<file path="config.mk">
export PLATFORM = sky130hd
export DESIGN_NAME = adder_tree_sched
export DESIGN_NICKNAME = d
export VERILOG_FILES = /design/src/rtl/adder_tree_sched.sv
export SDC_FILE = /design/constraint.sdc
export NUM_CORES = 1
export LEC_CHECK = 0
export CELL_PAD_IN_SITES_DETAIL_PLACEMENT = 2
export CELL_PAD_IN_SITES_GLOBAL_PLACEMENT = 2
export CORE_UTILIZATION = 13
export CTS_CLUSTER_SIZE = 25
export DETAILED_ROUTE_END_ITERATION = 10
export PLACE_DENSITY_LB_ADDON = 0.1
export SLEW_MARGIN = 20
export SYNTH_ARGS = -nofsm -noshare
export SYNTH_HDL_FRONTEND = slang
export SYNTH_SLANG_ARGS = --single-unit
</file>
<file path="constraint.sdc">
create_clock -name clk -period 2.4 [get_ports clk]
set_input_delay 0.36 -clock clk [delete_from_list [all_inputs] [get_ports clk]]
set_output_delay 0.36 -clock clk [all_outputs]
set_load 0.05 [all_outputs]
</file>
<file path="src/rtl/adder_tree_sched.sv">
// Scheduler around an external pipelined adder tree: feeds PASS_NUM beats, accumulates
// the tree outputs and presents one result. Optional clamp: ADDER_TREE_SCHED_SAT_EN.
module adder_tree_sched #(
  parameter int INPUT_NUM = 18,
  parameter int IN_WIDTH  = 8,
  parameter int PASS_NUM  = 4,
  parameter int OUT_WIDTH = 12
) (
  input  logic                                         clk,
  input  logic                                         rst_n,
  input  logic                                         s_valid,
  output logic                                         s_ready,
  input  logic [INPUT_NUM*IN_WIDTH-1:0]                s_data,
  output logic                                         tree_en,
  output logic [INPUT_NUM*IN_WIDTH-1:0]                tree_din,
  input  logic signed [IN_WIDTH+$clog2(INPUT_NUM)-1:0] tree_dout,
  output logic                                         m_valid,
  input  logic                                         m_ready,
  output logic signed [OUT_WIDTH-1:0]                  m_data,
  output logic                                         busy
);

  localparam int LATENCY = $clog2(INPUT_NUM) + 1;
  localparam int TREE_W  = IN_WIDTH + $clog2(INPUT_NUM);
  localparam int ACC_W   = TREE_W + $clog2(PASS_NUM);
  localparam int CNT_W   = $clog2(PASS_NUM + 1);
  localparam logic [CNT_W-1:0] PASS_CNT = CNT_W'(PASS_NUM);

  typedef enum logic [1:0] {IDLE, FEED, DRAIN, DONE} state_t;

  state_t                  state_q, state_d;
  logic [CNT_W-1:0]        beat_cnt_q, beat_cnt_d;
  logic [CNT_W-1:0]        res_cnt_q, res_cnt_d;
  logic signed [ACC_W-1:0] acc_q, acc_d;
  logic [LATENCY-1:0]      vld_q, vld_d, vld_shift;
  logic                    hs;
  logic                    acc_fire;

  assign s_ready  = (state_q == IDLE) || ((state_q == FEED) && (beat_cnt_q < PASS_CNT));
  assign hs       = s_valid && s_ready;
  // The tree keeps advancing through bubbles in FEED/DRAIN so in-flight beats drain out.
  assign tree_en  = (state_q == FEED) || (state_q == DRAIN) || hs;
  assign tree_din = s_data;
  assign acc_fire = vld_q[LATENCY-1] && tree_en;
  assign m_valid  = (state_q == DONE);
  assign busy     = (state_q != IDLE);

  generate
    if (LATENCY == 1) begin : g_vld_single
      assign vld_shift = hs;
    end else begin : g_vld_multi
      assign vld_shift = {vld_q[LATENCY-2:0], hs};
    end
  endgenerate

  always_comb begin
    state_d    = state_q;
    beat_cnt_d = beat_cnt_q;
    res_cnt_d  = res_cnt_q;
    acc_d      = acc_q;
    vld_d      = tree_en ? vld_shift : vld_q;

    if (acc_fire) begin
      acc_d     = acc_q + ACC_W'(tree_dout);
      res_cnt_d = res_cnt_q + CNT_W'(1);
    end

    case (state_q)
      IDLE: begin
        if (hs) begin
          beat_cnt_d = CNT_W'(1);
          res_cnt_d  = '0;
          acc_d      = '0;
          state_d    = (PASS_NUM == 1) ? DRAIN : FEED;
        end
      end
      FEED: begin
        if (hs) begin
          beat_cnt_d = beat_cnt_q + CNT_W'(1);
          if (beat_cnt_q + CNT_W'(1) == PASS_CNT) state_d = DRAIN;
        end
      end
      DRAIN: begin
        if (acc_fire && (res_cnt_q + CNT_W'(1) == PASS_CNT)) state_d = DONE;
      end
      DONE: begin
        if (m_ready) state_d = IDLE;
      end
      default: state_d = IDLE;
    endcase
  end

  always_ff @(posedge clk or negedge rst_n) begin
    if (!rst_n) begin
      state_q    <= IDLE;
      beat_cnt_q <= '0;
      res_cnt_q  <= '0;
      acc_q      <= '0;
      vld_q      <= '0;
    end else begin
      state_q    <= state_d;
      beat_cnt_q <= beat_cnt_d;
      res_cnt_q  <= res_cnt_d;
      acc_q      <= acc_d;
      vld_q      <= vld_d;
    end
  end

`ifdef ADDER_TREE_SCHED_SAT_EN
  localparam int MW = (ACC_W > OUT_WIDTH) ? ACC_W : OUT_WIDTH;
  localparam logic signed [MW-1:0] SAT_MAX =
    $signed({{(MW-OUT_WIDTH+1){1'b0}}, {(OUT_WIDTH-1){1'b1}}});
  localparam logic signed [MW-1:0] SAT_MIN =
    $signed({{(MW-OUT_WIDTH+1){1'b1}}, {(OUT_WIDTH-1){1'b0}}});

  logic signed [MW-1:0] acc_ext;
  assign acc_ext = MW'(acc_q);

  always_comb begin
    if (acc_ext > SAT_MAX)      m_data = OUT_WIDTH'(SAT_MAX);
    else if (acc_ext < SAT_MIN) m_data = OUT_WIDTH'(SAT_MIN);
    else                        m_data = OUT_WIDTH'(acc_ext);
  end
`else
  assign m_data = OUT_WIDTH'(acc_q);
`endif

endmodule

</file>
### Word level (Yosys, flattened, before mapping)

Cells that the tools add are included.

* memory bits (writable): 0
* output and inout bits: 160
* latch bits: 0
* register bits: 29
* logic and storage cells: 46
* input port bits: 161
* memories kept: 0
* ROM bits: 0

* add/sub/neg operators: 3
* shift operators: 0
* bitwise logic cells: 0
* $lt $le $gt $ge: 1
* div/mod/pow operators: 0
* mux-type cells: 15
* reduce and logical (&&, ||, !) cells: 12
* $mul: 0
* equality and inequality tests: 10

Operator list (number)
* 15-bit two-way mux: 3
* 15-bit by 13-bit adder with 15-bit output: 1
* 3-bit two-way mux: 5
* 2-bit two-way mux: 5
* 2-bit one-hot mux with 4 select lines: 1
* 3-bit by 1-bit adder with 3-bit output (second input constant): 2
* 3-bit equality test (second input constant): 2
* 2-bit by 1-bit != test with 1-bit output (second input constant): 3
* 3-bit one-hot mux with 2 select lines: 1
* 5-bit AND reduction: 1
* 2-bit equality test (second input constant): 2
* 1-bit logical AND: 4
* 2-bit != test (second input constant): 2
* 2-bit nonzero test: 2
* 1-bit logical OR: 3
* 3-bit less-than comparator (second input constant): 1
* 3-bit AND reduction: 1
* 2-bit by 1-bit equality test with 1-bit output (second input constant): 1
* 2-bit zero test: 1

### Logic depth before layout (Yosys ltp)

Gate-level depths: netlist (run 1).

* depth after elaboration: 9
* gate-level depth with buffers: 8
* gate-level depth less buffers: 8

### Worst setup path before layout (run 1)

No wires, ideal clock.

* kind: reg-to-reg
* start point: reg acc_q[0]
* end point: reg acc_q[8]
* path buffers: 0
* data required time: 2.314 ns
* clock period less this slack: 2.178 ns
* path slack: 0.222 ns
* library setup time: 0.086 ns
* data arrival time: 2.092 ns
* stages on the path, launching flop included: 9
* cell sequence: dfrtp_1 > ha_1 > inv_1 > fa_1 > nor2b_1 > o31a_1 > o211ai_1 > nor4b_2 > nor3_1

* longest elaborated chain between the ends: 4

RTL lines
* start, declared: line 34 `logic signed [ACC_W-1:0] acc_q, acc_d;`
* start signal, assigned: line 98 `acc_q <= '0;`
* start signal, assigned: line 104 `acc_q <= acc_d;`
* 15-bit by 13-bit adder with 15-bit output *: line 64 `acc_d = acc_q + ACC_W'(tree_dout);`
* 15-bit two-way mux *: line 63 `if (acc_fire) begin`
* 15-bit two-way mux: line 70 `if (hs) begin`
* 15-bit two-way mux *: line 68 `case (state_q)`
* named net acc_d[8]: line 34

The timed path passes the listed nets; every way through them passes the cells marked *.
A chain may end at the register's enable or synchronous reset.

### Final worst setup path (run 1)

* start point: reg state_q[0]
* end point: out tree_en

* longest elaborated chain between the ends: 5
* elaborated cells on any way between the ends: 8
* classes of those cells: eq/ne: 2; reduce/logical: 6

RTL lines
* start, declared: line 31 `state_t state_q, state_d;`
* start signal, assigned: line 101 `state_q <= state_d;`
* 2-bit by 1-bit equality test with 1-bit output: line 39, 42
* 1-bit logical AND: line 39 `assign s_ready = (state_q == IDLE) || ((state_q == FEED) && (beat_cnt_q < PASS_CNT));`
* 1-bit logical OR: line 39
* 1-bit logical AND: line 40 `assign hs = s_valid && s_ready;`
* 1-bit logical OR *: line 42 `assign tree_en = (state_q == FEED) || (state_q == DRAIN) || hs;`
* end, declared: line 14 `output logic tree_en,`

Mark *: on every way between the ends. The rest lies on a longest branch, timed or not.

==> reports/qor.txt, run 1 <==
r2r endpoint: acc_q[8]$_DFF_PN0_
Ys Warns: 0
Main synth FF type: dfrtp_1
maximum operating frequency: 448 MHz
largest net degree at the start of global routing: 27
total chip power: 3.93 mW
Slew Limit Fails: 0
met3 usage: 2.25%
cell area power density: 1430 mW/mm2
Syn-to-layout area delta: -6.66%
r2r startpoint: acc_q[0]$_DFF_PN0_
Synth Instances: 341
initial antenna violation count: 0
Synth cell types: 48
Final Hold Viols: 0
DRC: 23
crit path time final: 2230 ps
# rows: 54
Syn Area/Cell: 8.65 um2
port buffer count: 31
Mapped Area: 0.00295 mm2
top cells by area, synth: buf_4 37%, dfrtp_1 22%, ha_1 8.5%
CTS sink count: 26
CP max stage delay: 410 ps
CP Depth: 6
Worst path top cell family by delay: flip-flops
Reg power frac: 20.3%
met1 usage in global routing: 8.17%
post-synth top area cell: buf_4
initial core utilization: 13.4%
Static Leakage: 1.13 nW
HP Class: input pin to async pin
CP max stage cell: dfrtp_1
share of async-settable or async-resettable flops after synthesis: 100%
final setup fails: 0
Buf/Inv on CP: 3
Crit. End Element: output port
Die Area: 0.0233 mm2
maximum VDD drop: 282 uV
via density per instance: 3.36
Total Nets Final: 428
met2 Track Usage GR: 10.4%
worst path required time: 2040 ps
drt initial violations: 63
CP Max Fanout: 7
EDFF count, synth: 0
r2r worst-path depth: 8
clk buf depth: 2
failing checks: DRC
Setup crit start kind: flop
Antenna diodes: 0
Synth Register Bits: 26
die width: 153 um
most frequent cell after synthesis: buf_4
Placer Congestion: 0.609
core area: 0.0220 mm2
vias in the first global route: 1,991
Detail Route Antenna Nets: 0
H-tree levels: 1
first-pass GRT wire length: 11,800 um
critical path class: flop to output port
Combinational Power Share: 66.2%
reg2reg setup slack: 390 ps
routed vias: 1,766
Wirelength per Cell: 14.1 um
syn nets: 523
Internal Power: 2.04 mW
Sw Share: 48.0%
post-CTS setup buffer count: 0
Layout Skew: 4.52 ps
RSZ-0062 raised after global routing: false
GRT overflow: 0
Max-cap violations: 0
CTS tree: built
Setup TNS Final: 0 ps
Worst Setup EP: tree_en
I/O Pins: 321
crit-path cells: inv_1 -> ha_1 -> or2_4 -> a21oi_4 -> inv_1 -> buf_4
clk slew on worst S/H paths: 80 ps
first-pass iteration count of the detailed router: 7
die height: 153 um
hold buffers post-CTS: 0
Tightest Pin Transition: 615 ps
commonest cells in the synthesized netlist: 147 x buf_4, 26 x dfrtp_1, 26 x nand2_1
dpl hpwl: 5680 um
post-route setup slack: 168 ps
CTS root buffer: clkbuf_16
grt peak-use layer: met2
Top cell by count, worst path: inv_1
Routed WL: 7420 um
Final Cycle Share: 93.0%
clk_lat worst skew: 270 ps
Total Routing Usage GR: 6.47%
clock share of power: 13.5%
critical path launch point: state_q[0]$_DFFE_PN0P_
Yosys top cell area share: 37.4%
CTS resizes: 0
filler cell count: 2,563
share of layout cells above drive strength 1: 17.1%
status: finished, violations left
CTS buffer count: 3
Multi-input gate area: 0.00113 mm2
post-synthesis sequential area ratio: 22.1%
slew margin rel.: 58.6%
FF+latch area: 651 um2
Sw Pwr: 1.88 mW
Placement Setup Slack: -108 ps
critical path arrival: 1870 ps
routing by layer:
layer	up-vias	wire length, um
met5	-	0
met4	0	55
met1	870	3370
met3	12	497
li1	801	-
met2	83	3490
cell type report:
cell class              count  area share [%]
clock buffers               3            2.73
clock inverters             1            1.09
inverters                  11            1.50
multi-input cells         152            41.1
flip-flops and latches     26            23.6
well taps                 280            12.7
repair buffers             52            17.2
through the flow:
step / utilization [%] / cell area (um2) / instances / hold WS, ps
2_1_floorplan: - / 2950 / 341 / 64.4
3_3_place_gp: 12.0 / 2650 / 521 / 474
3_5_place_dp: 12.0 / 2650 / 521 / 473
4_1_cts: 12.5 / 2750 / 525 / 495
5_1_grt: 12.5 / 2750 / 525 / 517
6_report: 12.5 / 2750 / 525 / 487
sequential cells by signal (all words and copies together) (netlist names):
name,cells
vld_q,6
state_q,2
beat_cnt_q,3
res_cnt_q,3
acc_q,12
cell families after synthesis:
logic type	share of synthesized area (%)
buffers and inverters	39.5
and+or+nand+nor	11.3
AOI/OAI and AO/OA	13.2
DFF	22.1
adders and majority gates	9.16
xor gates and xnor gates	2.08
muxes	2.63
worst register-to-register path: stages, from the launching register on:
cell	delay (ps)
dfrtp_1	380
ha_1	190
inv_1	60
fa_1	390
nor2b_1	190
o31a_1	250
o211ai_1	150
nor4b_2	180
nor3_1	160
how the worst min path moves through the flow:
stage	endpoint	cells past startpoint	slack [ps]	from
6_report	acc_q[3]$_DFF_PN0_	2	490	rst_n
3_5_place_dp	vld_q[5]$_DFFE_PN0N_	1	470	vld_q[4]$_DFFE_PN0N_
4_1_cts	vld_q[5]$_DFFE_PN0N_	1	490	vld_q[4]$_DFFE_PN0N_
2_1_floorplan	acc_q[0]$_DFF_PN0_	0	60	rst_n
3_3_place_gp	beat_cnt_q[1]$_DFFE_PN0P_	2	470	beat_cnt_q[1]$_DFFE_PN0P_
5_1_grt	acc_q[3]$_DFF_PN0_	2	520	rst_n
power groups by stage:
stage	clock, mW	sequential (mW)	combinational [mW]
2_1_floorplan	0	1.05	2.11
3_3_place_gp	0	0.817	2.67
3_5_place_dp	0	0.818	2.67
4_1_cts	0.573	0.809	2.69
5_1_grt	0.584	0.837	2.89
6_report	0.529	0.798	2.60
placed cells by master (no fill, tap or decap), types with 5 or more instances in the layout:
cell type	count
a21oi_1	16
buf_4	23
clkdlybuf4s50_1	28
dfrtp_1	26
ha_1	20
inv_1	11
mux2_1	5
nand2_1	26
nor2_1	5
nor3_1	6
o21ai_0	9
Note: power is estimated with default switching activity, not from simulation.
==> inputs of run 2 (changes only) <==
Settings changed: PLACE_DENSITY from default to 0.85, PLACE_DENSITY_LB_ADDON 0.1 to default.
==> reports/qor.txt, run 2 (synthesis results as in run 1) <==
critical path launch point: state_q[1]$_DFFE_PN0P_
largest net degree at the start of global routing: 27 (unchanged)
Placed Area: 0.00256 mm2 (-3.1%)
r2r startpoint: state_q[0]$_DFFE_PN0P_
HP Class: input pin to async pin
Final Cycle Share: 92.8% (-0.19 points)
utilization after layout: 12.1% (-0.38 points)
Routed WL: 7250 um (-2.3%)
Die Area: 0.0233 mm2 (unchanged)
Total Nets Final: 417 (-2.6%)
register name with the most flops: acc_q
total chip power: 3.74 mW (-4.8%)
maximum VDD drop: 400 uV (+42%)
initial antenna violation count: 0 (unchanged)
share of layout cells above drive strength 1: 13.2% (-3.9 points)
Final Hold Viols: 0 (unchanged)
first-pass iteration count of the detailed router: 11 (+4)
via density per instance: 3.39 (+0.64%)
failing checks: DRC
CP max stage cell: dfrtp_1
clk buf depth: 2 (unchanged)
Largest register FFs: 12 (unchanged)
Syn-to-layout area delta: -9.46%
Max-cap violations: 0 (unchanged)
Tightest Pin Transition: 603 ps (-12.1 ps)
RSZ-0062 raised after global routing: false
CTS sink count: 26 (unchanged)
slew margin rel.: 59.7% (+1.1 points)
most frequent cells in the layout: 28 x clkdlybuf4s50_1, 26 x nand2_1, 26 x dfrtp_1
GRT overflow: 0 (unchanged)
vias in the first global route: 1,952 (-2.0%)
die width: 153 um (unchanged)
dpl hpwl: 5720 um (+0.60%)
DRC: 21 (-8.7%)
critical path class: flop to output port
Total Routing Usage GR: 6.24% (-0.24 points)
critical path arrival: 1870 ps (about the same)
Setup TNS Final: 0 ps (unchanged)
Top cell by count, worst path: inv_1
Wirelength per Cell: 14.1 um (-0.20%)
Placer Congestion: 0.691 (+13%)
post-CTS setup buffer count: 0 (unchanged)
cell area power density: 1400 mW/mm2 (-1.9%)
CP max stage delay: 390 ps (-20 ps)
CTS root buffer: clkbuf_16
first-pass GRT wire length: 11,300 um (-4.7%)
clk_lat worst skew: 260 ps (about the same)
worst path required time: 2040 ps (about the same)
CTS buffer count: 3 (unchanged)
commonest non-fill, non-tap cell in the layout: clkdlybuf4s50_1
CP Max Fanout: 6 (-1)
routed vias: 1,740 (-1.5%)
Crit. End Element: output port
Placement Setup Slack: -44.8 ps (+63.1 ps)
Design Area, Final: 0.00267 mm2 (-3.0%)
Layout Skew: 3.36 ps (-1.16 ps)
Static Leakage: 1.07 nW (-4.7%)
Finished Layout Cells: 514 (-2.1%)
maximum operating frequency: 449 MHz (+0.21%)
# rows: 54 (unchanged)
drt initial violations: 113 (+79%)
Slew Limit Fails: 0 (unchanged)
core area: 0.0220 mm2 (unchanged)
crit-path cells: inv_1 -> ha_1 -> nor2b_4 -> or2_4 -> a21oi_4 -> inv_1 -> buf_4
CTS tree: built
status: finished, violations left
hold_ws: 475 ps (-12.4 ps)
final setup fails: 0 (unchanged)
crit path time final: 2230 ps (-4.66 ps)
H-tree levels: 1 (unchanged)
top flop regs: acc_q x12, vld_q x6
post-route setup slack: 173 ps (+4.66 ps)
placed insts: 510 (-2.1%)
CTS resizes: 0 (unchanged)
die height: 153 um (unchanged)
I/O Pins: 321 (unchanged)
hold buffers post-CTS: 0 (unchanged)
filler cell count: 2,578 (+0.59%)
port buffer count: 31 (unchanged)
initial core utilization: 13.4% (unchanged)
Setup crit start kind: flop
clk slew on worst S/H paths: 70 ps (about the same)
Detail Route Antenna Nets: 0 (unchanged)
Antenna diodes: 0 (unchanged)
## run 2: layout make-up
class / count / area, um2 / share of cell area [%]
Clock inverter: 1 / 30.0 / 1.12
Multi-Input combinational cell: 152 / 1130 / 42.4
Timing Repair Buffer: 41 / 390 / 14.6
Inverter: 11 / 41.3 / 1.55
Clock buffer: 3 / 75.1 / 2.81
Sequential cell: 26 / 651 / 24.4
Tap cell: 280 / 350 / 13.1
## run 2: worst paths after layout
check | to | slack (ps) | cells after the start
min | vld_q[3]$_DFFE_PN0N_ | 480 | 2
max in group asynchronous | acc_q[11]$_DFF_PN0_ | 1640 | 2
max | tree_en | 170 | 7
min reg2reg | vld_q[1]$_DFFE_PN0N_ | 490 | 2
max reg2reg | state_q[1]$_DFFE_PN0P_ | 270 | 7
min in group clk | vld_q[1]$_DFFE_PN0N_ | 490 | 2
## run 2: per-layer routing
layer  vias up  GRT usage [%]  routed length, um
met3        42           2.33                706
li1        782              -                  -
met4         0           4.18                298
met2        85           10.4               3530
met5         -              0                  0
met1       831           6.59               2720
## run 2: critical path: cells and delay by family, from the launching register on
family	cells	cell delay, ps
and+or+nand+nor	2	450
DFF	1	390
buffers and inverters	3	330
adders and majority gates	1	260
AOI/OAI and AO/OA	1	170
## run 2: power breakdown
part	switching [mW]	total, mW	internal [mW]
Sequential	0.152	0.792	0.640
Clock	0.170	0.503	0.332
Combinational	1.48	2.44	0.965
==> inputs of run 3 (changes only) <==
--- a/config.mk
+++ b/config.mk
@@ -6,10 +6,9 @@
 export NUM_CORES = 1
 export LEC_CHECK = 0
-export CELL_PAD_IN_SITES_DETAIL_PLACEMENT = 2
-export CELL_PAD_IN_SITES_GLOBAL_PLACEMENT = 2
-export CORE_UTILIZATION = 13
+export CORE_AREA = 2 2 124 126
 export CTS_CLUSTER_SIZE = 25
 export DETAILED_ROUTE_END_ITERATION = 10
-export PLACE_DENSITY = 0.85
+export DIE_AREA = 0 0 126 128
+export PLACE_DENSITY = 0.66
 export SLEW_MARGIN = 20
 export SYNTH_ARGS = -nofsm -noshare
==> constraint.sdc (replaced) <==
create_clock -name clk -period 2.4 [get_ports clk]
set_input_delay 0.36 -clock clk [delete_from_list [all_inputs] [get_ports clk]]
set_output_delay 0.36 -clock clk [all_outputs]
set_load 0.005 [all_outputs]
==> reports/qor.txt, run 3 (synthesis results as in run 1) <==
r2r startpoint: state_q[0]$_DFFE_PN0P_
Max-cap violations: 0 (unchanged)
Syn-to-layout area delta: -12.6%
slew margin rel.: 67.9% (+8.2 points)
# rows: 45 (-17%)
CP Depth: 5 (-2)
drt initial violations: 76 (-33%)
die height: 128 um (-16%)
Crit. End Element: output port
initial core utilization: 19.8% (+6.5 points)
r2r worst-path depth: 8 (+1)
I/O Pins: 321 (unchanged)
crit path time final: 2180 ps (-48.0 ps)
crit-path cells: inv_2 -> ha_1 -> nor2b_4 -> or2_4 -> clkdlybuf4s50_1
Design Area, Final: 0.00258 mm2 (-3.5%)
largest net degree at the start of global routing: 27 (unchanged)
filler cell count: 1,669 (-35%)
final setup fails: 0 (unchanged)
RSZ-0062 raised after global routing: false
Setup crit start kind: flop
share of layout cells above drive strength 1: 13.9% (+0.68 points)
maximum VDD drop: 397 uV (-0.71%)
CTS root buffer: clkbuf_16
DRC: 0 (-100%)
Layout Skew: 3.98 ps (+0.619 ps)
post-route setup slack: 221 ps (+48.0 ps)
vias in the first global route: 1,796 (-8.0%)
r2r endpoint: acc_q[11]$_DFF_PN0_
total chip power: 3.25 mW (-13%)
HP Class: input pin to async pin
Largest register FFs: 12 (unchanged)
die width: 126 um (-17%)
clk_lat worst skew: 260 ps (about the same)
CP Max Fanout: 4 (-2)
register name with the most flops: acc_q
Static Leakage: 1.09 nW (+1.3%)
Antenna diodes: 0 (unchanged)
initial antenna violation count: 0 (unchanged)
Worst Setup EP: s_ready
Wirelength per Cell: 17.5 um (+24%)
core area: 0.0149 mm2 (-33%)
Placement Setup Slack: -30.0 ps (+14.8 ps)
Buf/Inv on CP: 2 (-1)
GRT overflow: 0 (unchanged)
maximum operating frequency: 459 MHz (+2.2%)
Worst path top cell family by delay: buffers and inverters
Die Area: 0.0161 mm2 (-31%)
Routed WL: 7460 um (+2.9%)
commonest non-fill, non-tap cell in the layout: clkdlybuf4s50_1
Placed Area: 0.00246 mm2 (-4.1%)
CP max stage delay: 510 ps (+120 ps)
Total Routing Usage GR: 8.88% (+2.6 points)
first-pass GRT wire length: 11,000 um (-2.5%)
CP max stage cell: clkdlybuf4s50_1
Tightest Pin Transition: 476 ps (-127 ps)
reg2reg setup slack: 370 ps (+100 ps)
Final Cycle Share: 90.8% (-2.0 points)
critical path class: flop to output port
hold_ws: 478 ps (+2.89 ps)
Total Nets Final: 420 (+0.72%)
clk slew on worst S/H paths: 70 ps (about the same)
Placer Congestion: 0.768 (+11%)
status: finished, final reports clean
utilization after layout: 17.3% (+5.2 points)
worst path required time: 2040 ps (about the same)
Detail Route Antenna Nets: 0 (unchanged)
most frequent cells in the layout: 30 x clkdlybuf4s50_1, 26 x nand2_1, 26 x dfrtp_1
via density per instance: 4.12 (+22%)
first-pass iteration count of the detailed router: 4 (-7)
top flop regs: acc_q x12, vld_q x6
CTS sink count: 26 (unchanged)
port buffer count: 31 (unchanged)
clk buf depth: 2 (unchanged)
Final Hold Viols: 0 (unchanged)
CTS tree: built
H-tree levels: 1 (unchanged)
dpl hpwl: 6220 um (+8.8%)
cell area power density: 1260 mW/mm2 (-9.9%)
critical path launch point: state_q[1]$_DFFE_PN0P_
critical path arrival: 1820 ps (-50 ps)
Slew Limit Fails: 0 (unchanged)
CTS buffer count: 3 (unchanged)
routed vias: 1,751 (+0.63%)
run 3: area by class of cell:
class,count,area (um2),area share (%)
multi-input combinational,152,1130,44.0
clock inverter,1,30.0,1.17
sequential,26,651,25.2
tap,188,235,9.13
inverter,11,41.3,1.60
timing repair buffer,44,410,15.9
clock buffer,3,75.1,2.91
run 3: worst min-delay path by stage:
stage / end / slack [ps] / cells after the start
after floorplan: acc_q[0]$_DFF_PN0_ / 60 / 0
after global placement: vld_q[1]$_DFFE_PN0N_ / 460 / 2
after detailed placement: vld_q[2]$_DFFE_PN0N_ / 470 / 1
after CTS: vld_q[0]$_DFFE_PN0N_ / 490 / 2
after global routing: beat_cnt_q[0]$_DFFE_PN0P_ / 510 / 2
final: beat_cnt_q[1]$_DFFE_PN0P_ / 480 / 2
run 3: power by group:
group          total (mW)  internal, mW  switching, mW
registers           0.795         0.640          0.155
logic                1.96         0.978          0.986
clock network       0.490         0.332          0.158
total                3.25          1.95           1.30
run 3: repair_timing:
action / CTS / global route
setup buffers: 0 / 1
setup endpoints to repair: 0 / 1
hold buffers: 0 / 0
resized for setup: 0 / 3
run 3: layer usage:
layer / GRT usage [%] / wire length (um)
met5: 0.929 / 0
met4: 6.85 / 514
met3: 6.09 / 1170
met2: 14.5 / 3480
met1: 7.55 / 2290
run 3: through the flow:
step / instances / TNS, ps
floorplan: 341 / 0
global placement: 420 / -34.0
detailed placement: 420 / -46.2
CTS: 424 / 0
global route: 425 / 0
finish: 425 / 0
